[src/rtl/sdram_pkg.sv]
// Shared definitions for the SDRAM controller command path:
// one-hot state codes, the NOP command and a constant-safe clog2.
package sdram_pkg;

    typedef logic [3:0] state_t;

    localparam state_t ST_IDLE  = 4'b0001;
    localparam state_t ST_ARBIT = 4'b0010;
    localparam state_t ST_AREF  = 4'b0100;
    localparam state_t ST_GRANT = 4'b1000;

    // {cs_n,ras_n,cas_n,we_n}
    localparam logic [3:0] CMD_NOP = 4'b0111;

    function automatic int unsigned clog2(input int unsigned value);
        int unsigned res;
        res = 0;
        for (int i = 0; i < 32; i++) begin
            if ((32'd1 << i) < value) res = 32'(i + 1);
        end
        return res;
    endfunction

endpackage

[src/rtl/rr_pick.sv]
// Combinational round-robin selector: first set bit of req searching
// upward (with wrap) from last+1.
module rr_pick
    import sdram_pkg::*;
#(
    parameter int unsigned N  = 4,
    parameter int unsigned IW = clog2(N)
) (
    input  logic [N-1:0]  req,
    input  logic [IW-1:0] last,
    output logic          valid,
    output logic [IW-1:0] index
);

    int unsigned   pos;
    logic [IW-1:0] cand;

    // Walk candidates farthest-first so the nearest requester overwrites.
    always_comb begin
        valid = 1'b0;
        index = '0;
        pos   = 0;
        cand  = '0;
        for (int unsigned k = N; k >= 1; k--) begin
            pos  = (32'(last) + k) % N;
            cand = IW'(pos);
            if (req[cand]) begin
                valid = 1'b1;
                index = cand;
            end
        end
    end

endmodule

[src/rtl/sdram_arbiter_rr.sv]
// SDRAM command-bus arbiter: init pass-through, refresh at top priority,
// round-robin client grants, pin muxing and a per-grant watchdog.
module sdram_arbiter_rr
    import sdram_pkg::*;
#(
    parameter int unsigned NUM_CLI = 4,
    parameter int unsigned AW      = 13,
    parameter int unsigned BW      = 2,
    parameter int unsigned DW      = 16,
    parameter int unsigned TIMEOUT = 1024
) (
    input  logic                       sclk,
    input  logic                       reset,
    input  logic                       init_done,
    input  logic [3:0]                 init_cmd,
    input  logic [AW-1:0]              init_addr,
    input  logic                       ref_req,
    output logic                       ref_en,
    input  logic                       ref_end,
    input  logic [3:0]                 ref_cmd,
    input  logic [AW-1:0]              ref_addr,
    input  logic [NUM_CLI-1:0]         cli_req,
    output logic [NUM_CLI-1:0]         cli_en,
    input  logic [NUM_CLI-1:0]         cli_end,
    input  logic [4*NUM_CLI-1:0]       cli_cmd,
    input  logic [AW*NUM_CLI-1:0]      cli_addr,
    input  logic [BW*NUM_CLI-1:0]      cli_bank,
    input  logic [NUM_CLI-1:0]         cli_wr,
    input  logic [DW*NUM_CLI-1:0]      cli_wdata,
    output logic [3:0]                 sdram_cmd,
    output logic [AW-1:0]              sdram_addr,
    output logic [BW-1:0]              sdram_bank,
    output logic                       dq_oe,
    output logic [DW-1:0]              dq_out,
    output logic [clog2(NUM_CLI)-1:0]  grant_id,
    output logic                       busy,
    output logic                       timeout_err
);

    localparam int unsigned IW = clog2(NUM_CLI);
    localparam int unsigned WW = clog2(TIMEOUT);

    state_t             state, state_nxt;
    logic [IW-1:0]      rr_ptr, rr_ptr_nxt, grant_nxt;
    logic [WW-1:0]      wd, wd_nxt;
    logic               ref_en_nxt, to_nxt;
    logic [NUM_CLI-1:0] cli_en_nxt;
    logic               pick_valid;
    logic [IW-1:0]      pick_idx;
    int unsigned        gi;

    rr_pick #(.N(NUM_CLI), .IW(IW)) u_pick (
        .req   (cli_req),
        .last  (rr_ptr),
        .valid (pick_valid),
        .index (pick_idx)
    );

    // State register and registered outputs.
    always_ff @(posedge sclk or posedge reset) begin
        if (reset) begin
            state       <= ST_IDLE;
            ref_en      <= 1'b0;
            cli_en      <= '0;
            timeout_err <= 1'b0;
            grant_id    <= '0;
            rr_ptr      <= IW'(NUM_CLI - 1);
            wd          <= '0;
            busy        <= 1'b0;
        end else begin
            state       <= state_nxt;
            ref_en      <= ref_en_nxt;
            cli_en      <= cli_en_nxt;
            timeout_err <= to_nxt;
            grant_id    <= grant_nxt;
            rr_ptr      <= rr_ptr_nxt;
            wd          <= wd_nxt;
            busy        <= (state_nxt == ST_AREF) || (state_nxt == ST_GRANT);
        end
    end

    // Next-state, grant selection and watchdog.
    always_comb begin
        state_nxt  = state;
        ref_en_nxt = 1'b0;
        cli_en_nxt = '0;
        to_nxt     = 1'b0;
        grant_nxt  = grant_id;
        rr_ptr_nxt = rr_ptr;
        wd_nxt     = wd;
        case (state)
            ST_IDLE: begin
                if (init_done) state_nxt = ST_ARBIT;
            end
            ST_ARBIT: begin
                if (ref_req) begin
                    state_nxt  = ST_AREF;
                    ref_en_nxt = 1'b1;
                    wd_nxt     = '0;
                end else if (pick_valid) begin
                    state_nxt  = ST_GRANT;
                    cli_en_nxt = NUM_CLI'(1) << pick_idx;
                    grant_nxt  = pick_idx;
                    rr_ptr_nxt = pick_idx;
                    wd_nxt     = '0;
                end
            end
            ST_AREF, ST_GRANT: begin
                wd_nxt = wd + WW'(1);
                // An end pulse in the last watchdog cycle still counts as a clean end.
                if ((state == ST_AREF) ? ref_end : cli_end[grant_id]) begin
                    state_nxt = ST_ARBIT;
                end else if (wd == WW'(TIMEOUT - 1)) begin
                    state_nxt = ST_ARBIT;
                    to_nxt    = 1'b1;
                end
            end
            default: state_nxt = ST_IDLE;
        endcase
    end

    // Pin mux from the registered state and grant.
    always_comb begin
        gi         = 32'(grant_id);
        sdram_cmd  = init_cmd;
        sdram_addr = init_addr;
        sdram_bank = '0;
        dq_oe      = 1'b0;
        dq_out     = '0;
        case (state)
            ST_ARBIT: begin
                sdram_cmd  = CMD_NOP;
                sdram_addr = '0;
            end
            ST_AREF: begin
                sdram_cmd  = ref_cmd;
                sdram_addr = ref_addr;
            end
            ST_GRANT: begin
                sdram_cmd  = cli_cmd[4*gi +: 4];
                sdram_addr = cli_addr[AW*gi +: AW];
                sdram_bank = cli_bank[BW*gi +: BW];
                dq_oe      = cli_wr[grant_id];
                dq_out     = cli_wdata[DW*gi +: DW];
            end
            default: ;
        endcase
    end

endmodule

[config.mk]
export PLATFORM = sky130hd
export DESIGN_NAME = sdram_arbiter_rr
export DESIGN_NICKNAME = d
export VERILOG_FILES = /design/src/rtl/sdram_pkg.sv /design/src/rtl/rr_pick.sv /design/src/rtl/sdram_arbiter_rr.sv
export SDC_FILE = /design/constraint.sdc
export NUM_CORES = 1
export LEC_CHECK = 0
export BUFFER_PORTS_ARGS = -buffer_cell sky130_fd_sc_hd__buf_4
export CORE_AREA = 2 2 91 93
export CTS_CLUSTER_SIZE = 20
export DETAILED_ROUTE_END_ITERATION = 8
export DIE_AREA = 0 0 93 95
export HOLD_SLACK_MARGIN = 0.03
export MAX_ROUTING_LAYER = met4
export PLACE_DENSITY_LB_ADDON = 0.12
export SLEW_MARGIN = 15
export SYNTH_ARGS = -nofsm -noshare
export SYNTH_HDL_FRONTEND = slang
export SYNTH_SLANG_ARGS = --single-unit
[constraint.sdc]
create_clock -name sclk -period 2.5 [get_ports sclk]
set_input_delay 0.75 -clock sclk [delete_from_list [all_inputs] [get_ports sclk]]
set_output_delay 0.75 -clock sclk [all_outputs]
set_load 0.005 [all_outputs]
==> results by group, run 1 <==
Detailed routing
  – Post-route ant nets: 0
  – Vias: 3,278
  – # DRC: 0
  – First-pass DRT Iterations: 4
  – Routed wire length: between 10 and 15 mm
  – Iteration-0 DRC count of the detailed router: 144
  – Routed length per instance: 18.22 um
  – Via/cell ratio: 5.170

Floorplan
  – Cell Rows: 33
  – Die Ht: 95 um
  – Initial Util: 33.52%
  – Die width: 93 um
  – Die ar.: 8835 um^2
  – Core area: 7928 um^2
  – # IOs: 236

Worst setup path
  – Worst setup EP type: output pin
  – CP peak stage delay: 0.53 ns
  – CP Data Arrival Time: ~1.9 ns
  – FF-to-FF End: wd[3]
  – Req. time, crit path: approximately 1.8 ns
  – Slowest-stage cell, CP: mux4_2
  – Cell Chain, Critical Path: buf_6 -> mux4_2 -> a22oi_1 -> nand2_1 -> buf_4
  – Reg2Reg Depth: 8
  – Flop-to-flop setup slack: approximately 0.62 ns
  – Crit start category: flip-flop
  – Worst path bufs/invs: 2
  – Crit path max-delay family: multiplexers
  – Reg2reg start: state[1]
  – CP max FO: 7
  – Crit path kind: reg2out

Placed design
  – Port buffer count: 235
  – Post-DP HPWL: 9.069 mm
  – GP Congestion: around 0.86

Layout
  – # diodes: 0
  – Fin util: 65.23%
  – Area added between synthesis and finish: 94.59%
  – Final nets: 722
  – Layout cells sized above 1: a little over two thirds

Synth
  – Syn_nets: about 450
  – Ys flop type: dfrtp_1
  – Synth Area per Inst: between 10 and 15 um^2
  – Post-synth top area share: a little under a third
  – EDFF count, synth: 0
  – Post-synthesis cell type count: 51
  – Cells after Synth: 261
  – #FFs+latches synth: 25
  – Post-synth top cells: nand2_1 (46), mux4_2 (37), dfrtp_1 (22)
  – Register area share after synthesis: between 20% and 30%
  – Count leader, synth: nand2_1
  – Synth Cell Area: approximately 2700 um^2
  – Cell taking the most area after synthesis: mux4_2
  – Synth top area cells: mux4_2 (31%), dfrtp_1 (21%), nand2_1 (6.5%), and2_1 (4.9%), a22oi_1 (4.0%)
  – Ys async rst share: 100.0%
  – Synth Warn #: 0

Clocking
  – Clk buf depth: 2
  – CTS Buf Count: 3
  – TritonCTS clock tree: built
  – H-tree depth: 1
  – Root Buffer: clkbuf_8
  – Clk_lat worst skew: between 0.2 and 0.3 ns
  – Post-CTS Hold Buffers: 0
  – Clock transition at the registers of the reported paths: 0.10 ns
  – Sink Count: 25

Timing
  – Slew Limit Fails: 0
  – Tcrit/Tclk final: 104.5%
  – Fmax: 382.8 MHz
  – Worst-margin pin slew: 0.5172 ns
  – Layout Skew: 0.009826 ns
  – Final Hold Vio Count: 0
  – Min Tclk post-route: 2.613 ns
  – Relative slew slack: 65.52%
  – RSZ-0062 raised after global routing: true
  – Final WS setup: -0.1126 ns
  – Final Setup Violations: 34

Global routing
  – Total GRT Usage: 24.39%
  – Vias in the first global route: 3,096
  – First-pass GRT wire length: 16.17 mm
  – Antenna violations before repair: 0
  – GRT overflow: 0
  – Pin count of the biggest net entering global routing: 33

Run status
  – Failing checks: negative setup slack
  – Status: complete, but fails checks

Power
  – Design Power: around 3.3 mW
  – VDD IR max: ~0.39 mV
  – Power density over cell area: 632.0 nW/um^2
  – Pleak: between 2 and 2.5 nW

Job
  – Number of max-cap violations: 0

Worst hold path
  – Worst Hold Class: in2async
-- power breakdown --
| part | internal [mW] | switching [mW] | total (mW) |
|---|---|---|---|
| Sequential | 0.539 | 0.148 | 0.687 |
| Combinational | 1.45 | 0.875 | 2.32 |
| Clock | 0.113 | 0.144 | 0.258 |
| Total | 2.10 | 1.17 | 3.27 |
-- state kept, by name (all words and copies together), names as in the netlist --
signal,count
wd,10
state,4
grant_id,2
cli_en,4
timeout_err,1
rr_ptr,2
ref_en,1
busy,1
-- per-layer routing --
metal	track usage [%]	share of wire, %	vias up
li1	-	-	1537
met2	41.49	55	126
met5	-	0	-
met3	3.192	5.4	19
met4	6.618	2.0	0
met1	30.82	38	1596
-- stage by stage --
stage	TNS, ns	hold WS, ns	instances	worst slack [ns]	instance area [um^2]
global placement	-0.01184	0.4986	598	-0.01184	4606
floorplan	0	0.4671	261	0.09797	2658
finish	-1.603	0.5203	634	-0.1126	5171
detailed placement	-0.01697	0.5076	598	-0.01697	4606
global route	-4.017	0.5561	634	-0.1975	5171
CTS	-1.754	0.5275	611	-0.1146	4887
-- cell usage in the layout (no fill, tap or decap), types with 2 or more instances in the layout --
| cell | instances |
|---|---|
| dfrtp_1 | 17 |
| o21a_1 | 2 |
| a32oi_1 | 2 |
| dfstp_2 | 3 |
| a31oi_1 | 5 |
| nor2_2 | 2 |
| nand2b_1 | 4 |
| a21oi_1 | 6 |
| a21o_1 | 3 |
| nand3_1 | 4 |
| dfrtp_2 | 5 |
| mux4_2 | 37 |
| nor2b_1 | 4 |
| buf_4 | 251 |
| and2_1 | 10 |
| nand2_2 | 3 |
| nor3_1 | 2 |
| nand4_1 | 3 |
| a211o_1 | 2 |
| mux2_2 | 2 |
| o22ai_1 | 2 |
| inv_1 | 8 |
| a22oi_2 | 13 |
| nand2_1 | 43 |
| and3_1 | 5 |
| buf_12 | 9 |
| and2_4 | 11 |
| nand3b_1 | 2 |
| nor2_1 | 9 |
| o21ai_0 | 7 |
| nor4b_4 | 2 |
| or4b_4 | 2 |
| buf_6 | 21 |
| clkbuf_8 | 3 |
-- worst max-delay path by stage --
stage / start / end / slack, ns / depth (start not counted)
2_1_floorplan: grant_id[0] / sdram_addr[2] / 0.1 / 5
3_3_place_gp: cli_addr[50] / sdram_addr[11] / -0.01 / 5
3_5_place_dp: cli_addr[50] / sdram_addr[11] / -0.02 / 5
4_1_cts: grant_id[0] / sdram_addr[3] / -0.11 / 6
5_1_grt: state[1] / sdram_cmd[1] / -0.20 / 7
6_report: grant_id[0] / sdram_addr[6] / -0.11 / 5
-- repair_timing --
action                                  in CTS  in global routing
pin swaps                                   22                 15
endpoints found under the setup margin      35                 36
gates resized for setup                     40                 29
buffers inserted                             9                 23
cloned                                       0                  1
-- logic make-up after synthesis --
kind of cell    Yosys count  share of synthesized area (%)
mux                      40                          32.58
simple gates            114                          23.73
flops                    25                          23.68
fa+ha+maj                 1                         0.4707
compound gates           52                          13.70
xor+xnor                  2                         0.6593
buf+inv                  27                          5.178
-- cell type report --
cell class	instances	area [um^2]
clock inverter	1	7.507
clock buffer	3	41.29
sequential	25	635.6
multi-input combinational	209	2004
inverter	8	30.03
tap	105	131.4
timing repair buffer	283	2321
fill	676	2756
-- worst min-delay path: stages --
cell	delay (ns)
buf_4	0.10
inv_1	0.04
buf_4	0.30
Note: power is estimated with default switching activity, not from simulation.
==> run 2: changes to the inputs <==
--- a/config.mk
+++ b/config.mk
@@ -6,13 +6,13 @@
 export NUM_CORES = 1
 export LEC_CHECK = 0
 export BUFFER_PORTS_ARGS = -buffer_cell sky130_fd_sc_hd__buf_4
-export CORE_AREA = 2 2 91 93
+export CORE_MARGIN = 10
+export CORE_UTILIZATION = 39
 export CTS_CLUSTER_SIZE = 20
 export DETAILED_ROUTE_END_ITERATION = 8
-export DIE_AREA = 0 0 93 95
 export HOLD_SLACK_MARGIN = 0.03
 export MAX_ROUTING_LAYER = met4
-export PLACE_DENSITY_LB_ADDON = 0.12
+export PLACE_DENSITY = 0.87
 export SLEW_MARGIN = 15
 export SYNTH_ARGS = -nofsm -noshare
 export SYNTH_HDL_FRONTEND = slang
==> constraint.sdc (replaced) <==
create_clock -name sclk -period 2.5 [get_ports sclk]
set_input_delay 0.25 -clock sclk [delete_from_list [all_inputs] [get_ports sclk]]
set_output_delay 0.25 -clock sclk [all_outputs]
set_load 0.005 [all_outputs]
==> results by group, run 2 (synthesis gave the netlist of run 1 again) <==
Floorplan
  – Core area: 6719 um^2
  – Die width: just over 100 um
  – Initial Util: 39.55%
  – Cell Rows: 30
  – # IOs: 236
  – Die ar.: 10,520 um^2
  – Die Ht: between 100 and 150 um

Layout
  – Fin util: 68.01%
  – Most frequent cells in the layout: buf_4 (243), nand2_1 (46), mux4_2 (37)
  – # diodes: 0
  – Max FFs per register: 10
  – Reg with most FFs: wd
  – Commonest non-fill, non-tap cell in the layout: buf_4
  – Top flop regs: wd: 10 flops, cli_en: 4 flops, state: 4 flops
  – Layout cells sized above 1: 61.30%
  – Area added between synthesis and finish: 71.94%
  – Final nets: 684

Detailed routing
  – Routed wire length: 13.71 mm
  – Iteration-0 DRC count of the detailed router: 130
  – Vias: 3,129
  – Via/cell ratio: about 5.5
  – # DRC: 0
  – Post-route ant nets: 0
  – First-pass DRT Iterations: 4
  – Routed length per instance: ~24 um

Clocking
  – Sink Count: 25
  – Clk buf depth: 2
  – TritonCTS clock tree: built
  – Clock transition at the registers of the reported paths: 0.09 ns
  – CTS Buf Count: 3
  – Root Buffer: clkbuf_8
  – Clk_lat worst skew: 0.28 ns
  – H-tree depth: 1
  – Post-CTS Hold Buffers: 0

Timing
  – Worst hold slack: 0.1883 ns
  – Tcrit/Tclk final: 94.72%
  – Fmax: around 420 MHz
  – Layout Skew: 0.008286 ns
  – Slew Limit Fails: 0
  – Final Setup Violations: 0
  – Final Hold Vio Count: 0
  – Setup TNS: 0 ns
  – Relative slew slack: 36.11%
  – Min Tclk post-route: 2.368 ns
  – Worst-margin pin slew: 0.9573 ns
  – Final WS setup: ~0.13 ns

Global routing
  – Antenna violations before repair: 0
  – Total GRT Usage: about a quarter
  – GRT overflow: 0
  – Vias in the first global route: 3,484
  – Pin count of the biggest net entering global routing: 40
  – First-pass GRT wire length: 19.31 mm

Power
  – VDD IR max: 0.4544 mV
  – Power density over cell area: 615.5 nW/um^2
  – Pleak: 2.213 nW
  – Design Power: 2.812 mW

Placed design
  – Post-DP HPWL: 12.14 mm
  – GP Congestion: roughly 1.1
  – Port buffer count: 235
  – DP Worst Slack: 0.3461 ns

Worst hold path
  – Worst Hold Class: in2async

Worst setup path
  – CP max FO: 21
  – Req. time, crit path: approximately 2.3 ns
  – Worst setup EP type: output pin
  – CP Data Arrival Time: 2.12 ns
  – Crit path kind: reg2out
  – Crit start category: flip-flop

Run status
  – Status: completed

Job
  – Number of max-cap violations: 0
run 2: changes by cell type in the layout (fill, tap and decap cells not counted), sizes merged:
cell      previous run  this run
buf                282       245
clkinvlp             1         0
run 2: cell type report:
type / count / area, um^2
multi-input combinational: 209 / 1899
sequential: 25 / 630.6
inverter: 8 / 30.03
fill: 534 / 2150
timing repair buffer: 245 / 1864
clock buffer: 4 / 45.04
tap: 80 / 100.1
run 2: per-stage QoR:
stage / instance area [um^2] / instances
after CTS: 4561 / 571
after floorplan: 2658 / 261
after detailed placement: 4516 / 567
final: 4569 / 571
after global placement: 4516 / 567
after global routing: 4569 / 571
run 2: timing repair:
item	4_1_cts	5_1_grt
endpoints found under the hold margin	0	0
resized for setup	0	1
setup endpoints to repair	0	14
setup buffers	0	0
run 2: path summary, 6_finish.rpt:
| path | start | end | slack, ns | cells past startpoint |
|---|---|---|---|---|
| min in group sclk | ref_req | ref_en | 0.28 | 2 |
| worst max-delay path | state[3] | sdram_addr[5] | 0.13 | 5 |
| worst min register to register | wd[0] | wd[0] | 0.53 | 1 |
| max in group asynchronous | reset | grant_id[0] | 1.66 | 2 |
| worst max register to register | state[3] | wd[8] | 0.52 | 4 |
| worst min-delay path | reset | state[2] | 0.19 | 2 |
run 2: per-layer routing:
metal / global-route usage [%] / part of all wire (%) / up-vias
met5: - / 0 / -
met4: 8.677 / 3.4 / 0
met3: 5.697 / 6.3 / 28
met2: 45.09 / 55 / 172
met1: 27.01 / 35 / 1466
li1: - / - / 1463
run 2: critical path: stages, from the launching register on:
cell	delay, ns
dfrtp_1	0.60
nor4b_4	0.61
buf_4	0.33
a22oi_1	0.09
nand2_1	0.10
buf_4	0.11
run 2: power breakdown:
group | internal (mW) | switching (mW)
registers | 0.536 | 0.200
clock network | 0.114 | 0.131
logic | 1.11 | 0.725
total | 1.76 | 1.06
==> run 3: changes to the inputs <==
--- a/config.mk
+++ b/config.mk
@@ -6,13 +6,13 @@
 export NUM_CORES = 1
 export LEC_CHECK = 0
 export BUFFER_PORTS_ARGS = -buffer_cell sky130_fd_sc_hd__buf_4
-export CORE_MARGIN = 10
-export CORE_UTILIZATION = 39
+export CORE_AREA = 2 2 91 93
 export CTS_CLUSTER_SIZE = 20
 export DETAILED_ROUTE_END_ITERATION = 8
+export DIE_AREA = 0 0 93 95
 export HOLD_SLACK_MARGIN = 0.03
 export MAX_ROUTING_LAYER = met4
-export PLACE_DENSITY = 0.87
+export PLACE_DENSITY_LB_ADDON = 0.08
 export SLEW_MARGIN = 15
 export SYNTH_ARGS = -nofsm -noshare
 export SYNTH_HDL_FRONTEND = slang
==> results by group, run 3 (synthesis gave the netlist of run 1 again) <==
Detailed routing
  – Post-route ant nets: 0
  – Routed wl met3: 784 um
  – Routed wire length: 11.15 mm
  – Via/cell ratio: 5.223
  – Routed length per instance: between 15 and 20 um
  – Wl on met1: between 4 and 5 mm
  – WL met2: 5.989 mm
  – Iteration-0 DRC count of the detailed router: 131
  – First-pass DRT Iterations: 4
  – # DRC: 0
  – DR top layer: met4
  – Vias: just over 3,000

Global routing
  – Antenna violations before repair: 0
  – First-pass GRT wire length: roughly 17 mm
  – Total GRT Usage: 25.32%
  – GRT overflow: 0
  – Pin count of the biggest net entering global routing: 38
  – Vias in the first global route: 3,071

Worst setup path
  – Crit path kind: reg2out
  – Reg2Reg Depth: 3
  – FF-to-FF End: grant_id[0]
  – Crit start category: flip-flop
  – Reg2reg start: state[2]
  – Crit path launch: state[3]
  – Worst setup endpoint: sdram_cmd[2]
  – CP Data Arrival Time: 2.05 ns
  – Flop-to-flop setup slack: 0.59 ns
  – Worst setup EP type: output pin
  – CP max FO: 14
  – Req. time, crit path: 2.25 ns

Placed design
  – DP Worst Slack: 0.3622 ns
  – GP Congestion: 0.8209
  – Placed Area: 4549 um^2
  – Post-DP HPWL: 9.451 mm
  – Dpl cells: 589
  – Port buffer count: roughly 240

Clocking
  – Root Buffer: clkbuf_8
  – Clock transition at the registers of the reported paths: about 0.090 ns
  – H-tree depth: 1
  – Clk_lat worst skew: around 0.26 ns
  – Sink Count: 25
  – CTS Buf Count: 3
  – Setup Fix Bufs, Post-CTS: 0
  – TritonCTS clock tree: built
  – Clk buf depth: 2

Power
  – Pleak: between 2 and 2.5 nW
  – Clk pwr share: 8.7%
  – Switching pwr: 1.028 mW
  – Combinational fraction of design power: 64.7%
  – Design Power: 2.783 mW
  – Cell Int Power: around 1.8 mW
  – VDD IR max: 0.2913 mV
  – Sw frac: 36.93%
  – Power density over cell area: 604.5 nW/um^2
  – Flop pwr share: between 20% and 30%

Floorplan
  – Initial Util: about 34%
  – Die ar.: 8835 um^2
  – # IOs: about 240
  – Die Ht: 95 um
  – Core area: 7928 um^2
  – Cell Rows: 33
  – Die width: 93 um

Timing
  – Fmax: 435.3 MHz
  – Final Setup Violations: 0
  – Setup TNS: 0 ns
  – Worst-margin pin slew: about 0.80 ns
  – Slew Limit Fails: 0
  – Final Hold Vio Count: 0
  – RSZ-0062 raised after global routing: false
  – Worst hold slack: 0.02922 ns
  – Final WS setup: 0.2026 ns
  – Layout Skew: ~0.0044 ns
  – Min Tclk post-route: 2.297 ns
  – Tcrit/Tclk final: 91.90%
  – Relative slew slack: 45.93%

Layout
  – Max FFs per register: 10
  – Area added between synthesis and finish: 73.21%
  – Fill cells: 719
  – Layout cells sized above 1: between 60% and 70%
  – Fin util: 58.07%
  – Top flop regs: wd: 10 flops, cli_en: 4 flops, state: 4 flops
  – Area of the multi-input gates: between 1500 and 2000 um^2
  – Commonest non-fill, non-tap cell in the layout: buf_4
  – Final non-filler cell total: 593
  – Most frequent cells in the layout: buf_4 (238), nand2_1 (46), mux4_2 (37)
  – Reg with most FFs: wd
  – Finished Cell Area: between 4000 and 5000 um^2
  – # diodes: 0
  – Final nets: 681
  – FF+latch area: 630.6 um^2

Worst hold path
  – Worst Hold Class: in2async

Job
  – Number of max-cap violations: 0

Run status
  – Status: completed
run 3: cell types whose count changed in the layout (fill, tap and decap cells not counted):
cell	previous run	this run
buf_12	2	4
buf_4	243	238
run 3: how the worst min path moves through the flow:
stage                     start          end  slack, ns
after global routing      reset       ref_en       0.07
after CTS                 reset  timeout_err       0.05
final                     reset  timeout_err       0.03
after global placement    reset  timeout_err       0.33
after detailed placement  reset  timeout_err       0.33
after floorplan           reset         busy       0.28
run 3: power groups by stage:
stage	logic, mW	registers, mW	clock network [mW]
finish	1.80	0.740	0.241
global route	1.95	0.766	0.263
CTS	1.81	0.735	0.244
detailed placement	1.81	0.742	0
global placement	1.79	0.737	0
floorplan	1.26	0.629	0
run 3: area by class of cell:
class / instances / share of cell area, %
clock buffer: 4 / 0.9785
inverter: 8 / 0.6524
multi-input combinational: 209 / 41.26
sequential: 25 / 13.70
tap: 105 / 2.854
timing repair buffer: 242 / 40.55
run 3: what timing repair did:
item | 4_1_cts | 5_1_grt
setup endpoints to repair | 0 | 14
resized for setup | 0 | 1
hold buffers | 0 | 0
run 3: worst max-delay path: stages, from the launching register on:
cell     delay, ns
dfrtp_1       0.53
or4b_1        0.67
nand2_2       0.26
a32oi_1       0.14
buf_4         0.18
run 3: per-layer routing:
layer | up-vias | GRT usage, %
met5 | - | -
li1 | 1456 | -
met1 | 1508 | 31.38
met3 | 8 | 3.990
met4 | 0 | 3.799
met2 | 125 | 44.87
